$ cat src/rtl/led_sequencer_pkg.sv
// led_sequencer shared definitions: register map, modes, CTRL layout
// and the byte-lane merge used by the bus slaves.
package led_sequencer_pkg;

    localparam logic [1:0] ADDR_PATTERN = 2'd0;
    localparam logic [1:0] ADDR_CTRL    = 2'd1;
    localparam logic [1:0] ADDR_PERIOD  = 2'd2;
    localparam logic [1:0] ADDR_STATUS  = 2'd3;

    localparam logic [1:0] MODE_STATIC = 2'd0;
    localparam logic [1:0] MODE_BLINK  = 2'd1;
    localparam logic [1:0] MODE_ROTL   = 2'd2;
    localparam logic [1:0] MODE_ROTR   = 2'd3;

    localparam int CTRL_EN       = 0;
    localparam int CTRL_MODE_LSB = 1;
    localparam int CTRL_MODE_MSB = 2;
    localparam int CTRL_W        = 3;

    typedef enum logic {
        ST_HOLD,
        ST_RUN
    } run_state_t;

    // Replace only the byte lanes whose enable is set.
    function automatic logic [31:0] byte_merge(
        input logic [31:0] old_v,
        input logic [31:0] new_v,
        input logic [3:0]  be
    );
        logic [31:0] m;
        m = old_v;
        for (int i = 0; i < 4; i++) begin
            if (be[i]) m[8*i +: 8] = new_v[8*i +: 8];
        end
        return m;
    endfunction

endpackage

$ cat src/rtl/led_tick_gen.sv
// led_tick_gen: free-running period counter; tick fires on the cycle
// the count reaches the period, giving one tick every period+1 cycles.
module led_tick_gen (
    input  logic        clk,
    input  logic        reset,
    input  logic        run,
    input  logic        clear,
    input  logic [31:0] period,
    output logic        tick
);

    logic [31:0] cnt;

    assign tick = run && (cnt >= period);

    // Count while running; a clear always wins over the tick wrap.
    always_ff @(posedge clk or negedge reset) begin
        if (!reset) begin
            cnt <= '0;
        end else if (clear) begin
            cnt <= '0;
        end else if (run) begin
            cnt <= tick ? 32'd0 : cnt + 32'd1;
        end
    end

endmodule

$ cat src/rtl/led_sequencer.sv
// led_sequencer: bus-mapped LED pattern engine driving active-low pins
// with static, blink and rotate displays.
module led_sequencer
    import led_sequencer_pkg::*;
#(
    parameter logic [31:0] PERIOD_RST = 32'd25_000_000,
    parameter int          TICK_CNT_W = 32
) (
    input  logic        clk,
    input  logic        reset,
    input  logic        WE,
    input  logic [1:0]  addr,
    input  logic [3:0]  byteen,
    input  logic [31:0] WD,
    output logic [31:0] O,
    output logic [31:0] LEDLight
);

    logic [31:0]           pattern;
    logic [31:0]           display;
    logic [CTRL_W-1:0]     ctrl;
    logic [31:0]           period;
    logic                  phase;
    logic [TICK_CNT_W-1:0] ticks;

    logic        wr;
    logic        wr_pat;
    logic        wr_ctrl;
    logic        wr_per;
    logic [31:0] old_word;
    logic [31:0] merged;
    logic [1:0]  mode;
    logic        tick;
    logic        clear;
    run_state_t  state;

    assign wr      = WE && (byteen != 4'd0);
    assign wr_pat  = wr && (addr == ADDR_PATTERN);
    assign wr_ctrl = wr && (addr == ADDR_CTRL);
    assign wr_per  = wr && (addr == ADDR_PERIOD);
    assign clear   = wr_pat || wr_ctrl || wr_per;
    assign mode    = ctrl[CTRL_MODE_MSB:CTRL_MODE_LSB];
    assign merged  = byte_merge(old_word, WD, byteen);

    // Current register contents at the addressed word, for lane merging.
    always_comb begin
        old_word = '0;
        unique case (addr)
            ADDR_PATTERN: old_word = pattern;
            ADDR_CTRL:    old_word = {{(32-CTRL_W){1'b0}}, ctrl};
            ADDR_PERIOD:  old_word = period;
            default:      old_word = '0;
        endcase
    end

    // Run/hold decision follows CTRL every cycle.
    always_comb begin
        state = ST_HOLD;
        if (ctrl[CTRL_EN] && (mode != MODE_STATIC)) state = ST_RUN;
    end

    led_tick_gen u_tick (
        .clk    (clk),
        .reset  (reset),
        .run    (state == ST_RUN),
        .clear  (clear),
        .period (period),
        .tick   (tick)
    );

    // Software-visible configuration registers.
    always_ff @(posedge clk or negedge reset) begin
        if (!reset) begin
            pattern <= '0;
            ctrl    <= '0;
            period  <= PERIOD_RST;
        end else begin
            if (wr_pat)  pattern <= merged;
            if (wr_ctrl) ctrl    <= merged[CTRL_W-1:0];
            if (wr_per)  period  <= merged;
        end
    end

    // Display engine: tick effects first, bus write side effects override.
    always_ff @(posedge clk or negedge reset) begin
        if (!reset) begin
            display <= '0;
            phase   <= 1'b0;
            ticks   <= '0;
        end else begin
            if (tick) begin
                ticks <= ticks + 1'b1;
                unique case (mode)
                    MODE_BLINK: phase   <= ~phase;
                    MODE_ROTL:  display <= {display[30:0], display[31]};
                    MODE_ROTR:  display <= {display[0], display[31:1]};
                    default:    ;
                endcase
            end
            if (wr_pat) begin
                display <= merged;
                phase   <= 1'b0;
                ticks   <= '0;
            end
            if (wr_ctrl) phase <= 1'b0;
        end
    end

    // Pins are active-low; blink off-phase blanks the display.
    assign LEDLight = ~(((mode == MODE_BLINK) && phase) ? 32'd0 : display);

    // Read mux.
    always_comb begin
        O = '0;
        unique case (addr)
            ADDR_PATTERN: O = pattern;
            ADDR_CTRL:    O = {{(32-CTRL_W){1'b0}}, ctrl};
            ADDR_PERIOD:  O = period;
            ADDR_STATUS:  O = 32'(ticks);
            default:      O = '0;
        endcase
    end

endmodule

$ cat config.mk
export PLATFORM = sky130hd
export DESIGN_NAME = led_sequencer
export DESIGN_NICKNAME = d
export VERILOG_FILES = /design/src/rtl/led_sequencer_pkg.sv /design/src/rtl/led_tick_gen.sv /design/src/rtl/led_sequencer.sv
export SDC_FILE = /design/constraint.sdc
export NUM_CORES = 1
export LEC_CHECK = 0
export ABC_AREA = 1
export BUFFER_PORTS_ARGS = -buffer_cell sky130_fd_sc_hd__buf_2
export CAP_MARGIN = 20
export CORE_ASPECT_RATIO = 1.75
export CORE_UTILIZATION = 60
export CTS_BUF_LIST = sky130_fd_sc_hd__clkbuf_8 sky130_fd_sc_hd__clkbuf_16
export DETAILED_ROUTE_END_ITERATION = 10
export PLACE_DENSITY = 0.81
export SLEW_MARGIN = 20
export SYNTH_ARGS = -nofsm -noshare
export SYNTH_HDL_FRONTEND = slang
export SYNTH_SLANG_ARGS = --single-unit
$ cat constraint.sdc
create_clock -name clk -period 2.3 [get_ports clk]
set_clock_uncertainty 0.05 [all_clocks]
set_input_delay 0.23 -clock clk [delete_from_list [all_inputs] [get_ports clk]]
set_output_delay 0.23 -clock clk [all_outputs]
set_load 0.005 [all_outputs]
==> impl_metrics.env <==
export IMPL_yosysWarningCount=0
export IMPL_place_congestion=1.00
export IMPL_violations="setup timing"
export IMPL_grt_first_pass_wirelength_um=50400
export IMPL_leakage_nw=5.96
export IMPL_slowest_stage="dfstp_2"
export IMPL_cp_data_arrival_time_ns=2.64
export IMPL_cts_tree="yes"
export IMPL_fin_area_um2=12200
export IMPL_io_buffer_count=104
export IMPL_layout_common_cells="418 x nand2_1, 152 x dfrtp_1, 122 x inv_1"
export IMPL_start_util_pct=61.0
export IMPL_async_flop_share_pct=100
export IMPL_cp_start_kind="register"
export IMPL_wirelength_um=32900
export IMPL_die_y_um=175
export IMPL_critPathRequiredTime_ns=2.58
export IMPL_drive_gt1_share_pct=18.5
export IMPL_rsz0062_at_grt="yes"
export IMPL_clkSlewWorstSetupHoldPaths_ns=0.07
export IMPL_dpl_worst_slack_ns=-0.106
export IMPL_drtAntennaViolNets=0
export IMPL_maxCapViolCount=0
export IMPL_core_area_um2=16900
export IMPL_fin_cells=1775
export IMPL_setup_slack_ns=-0.0600
export IMPL_grt_pass1_vias=9792
export IMPL_std_cell_rows=63
export IMPL_nNetsFinal=1606
export IMPL_setup_viol=34
export IMPL_cts_max_level=4
export IMPL_synth_cell_types=36
export IMPL_cts_buffers=17
export IMPL_synth_seq_cells=164
export IMPL_area_growth_pct=18.9
export IMPL_vias=10500
export IMPL_p_per_area_nw_per_um2=724
export IMPL_tightest_slew_ns=0.537
export IMPL_die_area_um2=17700
export IMPL_fin_crit_ns=2.36
export IMPL_grt_antenna_before_repair=4
export IMPL_crit_buf_inv=3
export IMPL_grt_overflow=0
export IMPL_synth_nets=1497
export IMPL_hold_violations=0
export IMPL_io_pins=105
export IMPL_status="finished, violations left"
export IMPL_firstDrtPassIters=5
export IMPL_netlist_instances=1422
export IMPL_drt_first_iter_violations=1005
export IMPL_cpPeakStageDelay_ns=0.54
export IMPL_layout_commonest_cell="nand2_1"
export IMPL_clockRootBuffer="clkbuf_16"
export IMPL_synth_main_ff_cell="dfrtp_1"
export IMPL_dpl_cell_area_um2=11300
export IMPL_synth_edf_count=0
export IMPL_placed_cells=1732
export IMPL_fin_crit_sh_pct=103
export IMPL_wl_per_cell_um=18.5
export IMPL_synth_area_um2=10300
export IMPL_ys_seq_area_share_pct=40.0
export IMPL_clock_path_buffers=2
export IMPL_vias_per_cell=5.91
export IMPL_fmax_ghz=0.424
export IMPL_totalPowerFinal_mw=8.85
export IMPL_slew_viol_final=0
export IMPL_worstSkewPairLatency_ns=0.44
export IMPL_crit_type="register to register"
export IMPL_grt_max_degree=66
export IMPL_slew_headroom_pct=63.9
export IMPL_endpoint_kind="register"
export IMPL_crit_chain="inv_2 > ha_4 > nand2_4 > inv_2 > nand2_2 > nand2_1 > nand2_1 > nand2_1 > nor2_2 > nand2_2 > nand2_2 > nand2_4 > nand3_4 > nand2_8 > clkbuf_16 > nand2_2 > nand2_1"
export IMPL_dpl_hpwl_um=23900
export IMPL_path_max_fanout=6
export IMPL_drc=0
export IMPL_critical_path_top_delay_family="simple AND/OR/NAND/NOR gates"
export IMPL_cts_sinks=164
export IMPL_synth_area_per_cell_um2=7.23
export IMPL_grt_usage_pct=37.9
export IMPL_ir_worst_vdd_uv=504
export IMPL_die_w_um=101
export IMPL_min_path_type="primary input to register"
[layer usage]
layer / vias to the layer above / part of all wire, % / global-route usage (%)
met5: - / 0 / 0
li1: 4878 / - / -
met3: 129 / 6.6 / 6.88
met2: 519 / 51 / 64.7
met1: 4969 / 35 / 42.1
met4: 0 / 7.3 / 26.0
[worst paths after layout]
| path | from | to | slack, ns | cells past startpoint |
|---|---|---|---|---|
| worst min register to register | period[6] | period[6] | 0.49 | 2 |
| worst max register to register | period[11] | display[6] | -0.06 | 17 |
| max in group asynchronous | reset | period[24] | 1.20 | 3 |
| worst min-delay path | WD[5] | period[5] | 0.07 | 5 |
| min in group asynchronous | reset | ticks[0] | 0.25 | 2 |
| worst max-delay path | period[11] | display[6] | -0.06 | 17 |
[stage by stage]
stage / utilization [%] / hold slack, ns / setup TNS (ns)
final: 72.5 / 0.0745 / -1.22
after CTS: 70.8 / 0.0769 / -0.233
after global routing: 72.4 / 0.130 / -3.74
after floorplan: - / -0.116 / 0
after detailed placement: 67.0 / 0.146 / -5.65
after global placement: 67.0 / 0.147 / -2.66
[logic make-up after synthesis]
| family | count (synthesis) | share of synthesized area, % |
|---|---|---|
| flip-flops | 164 | 40.0 |
| XOR/XNOR | 48 | 4.09 |
| AO/OA/AOI/OAI | 224 | 13.2 |
| buffers and inverters | 210 | 7.98 |
| AND/OR/NAND/NOR | 742 | 30.6 |
| adder cells (fa/ha/maj) | 34 | 4.14 |
[registers in the layout, summed over array words and instances, names as in the netlist]
name / cells
ctrl: 3
period: 32
display: 32
u_tick.cnt: 32
phase: 1
pattern: 32
ticks: 32
[synth_stat cells, types with 2 or more instances]
library cell	count	area share, %
a21o_1	2	0.15
a21oi_1	40	1.9
a31o_2	14	1.2
buf_1	9	0.33
buf_2	23	1.1
clkbuf_1	37	1.4
dfrtp_1	152	37
dfstp_2	12	3.1
ha_1	34	4.1
inv_1	128	4.7
inv_2	12	0.44
nand2_1	442	16
nand2_2	5	0.30
nand3_1	102	5.0
nand3_2	2	0.19
nand3b_1	22	1.6
nand4_1	16	0.97
nor2_1	114	4.2
nor2_2	2	0.12
nor3_1	27	1.3
nor3_2	2	0.19
nor3b_1	3	0.22
nor4_1	2	0.12
o21a_1	2	0.15
o21ai_0	78	3.8
o21ai_1	3	0.15
o21bai_1	21	1.5
o22ai_1	36	2.2
o31ai_1	27	2.0
xnor2_1	8	0.68
xor2_1	40	3.4
[repair_timing]
action / 4_1_cts / 5_1_grt
setup endpoints to repair: 94 / 123
endpoints found under the hold margin: 39 / 0
cloned: 0 / 3
resized for setup: 3 / 56
hold buffers: 1 / 0
buffers inserted: 1 / 2
pin swaps: 0 / 20
[worst reg2reg max path, stage by stage, from the launching register on]
cell	delay (ns)
dfstp_2	0.54
inv_2	0.06
ha_4	0.23
nand2_4	0.07
inv_2	0.04
nand2_2	0.05
nand2_1	0.06
nand2_1	0.10
nand2_1	0.10
nor2_2	0.13
nand2_2	0.09
nand2_2	0.12
nand2_4	0.09
nand3_4	0.14
nand2_8	0.10
clkbuf_16	0.20
nand2_2	0.05
nand2_1	0.05
[layout make-up]
class                      instances  area [um^2]
multi-input combinational       1048         5530
clock buffer                      17          425
sequential                       164         4120
tap                              227          284
inverter                         140          526
fill                            1397         4640
antenna                            4         10.0
clock inverter                    15          193
timing repair buffer             160         1140
[report_power, final]
group	switching, mW	internal (mW)
Combinational	1.33	0.864
Clock	1.30	1.74
Sequential	0.314	3.31
(Power assumes the default switching activity.)
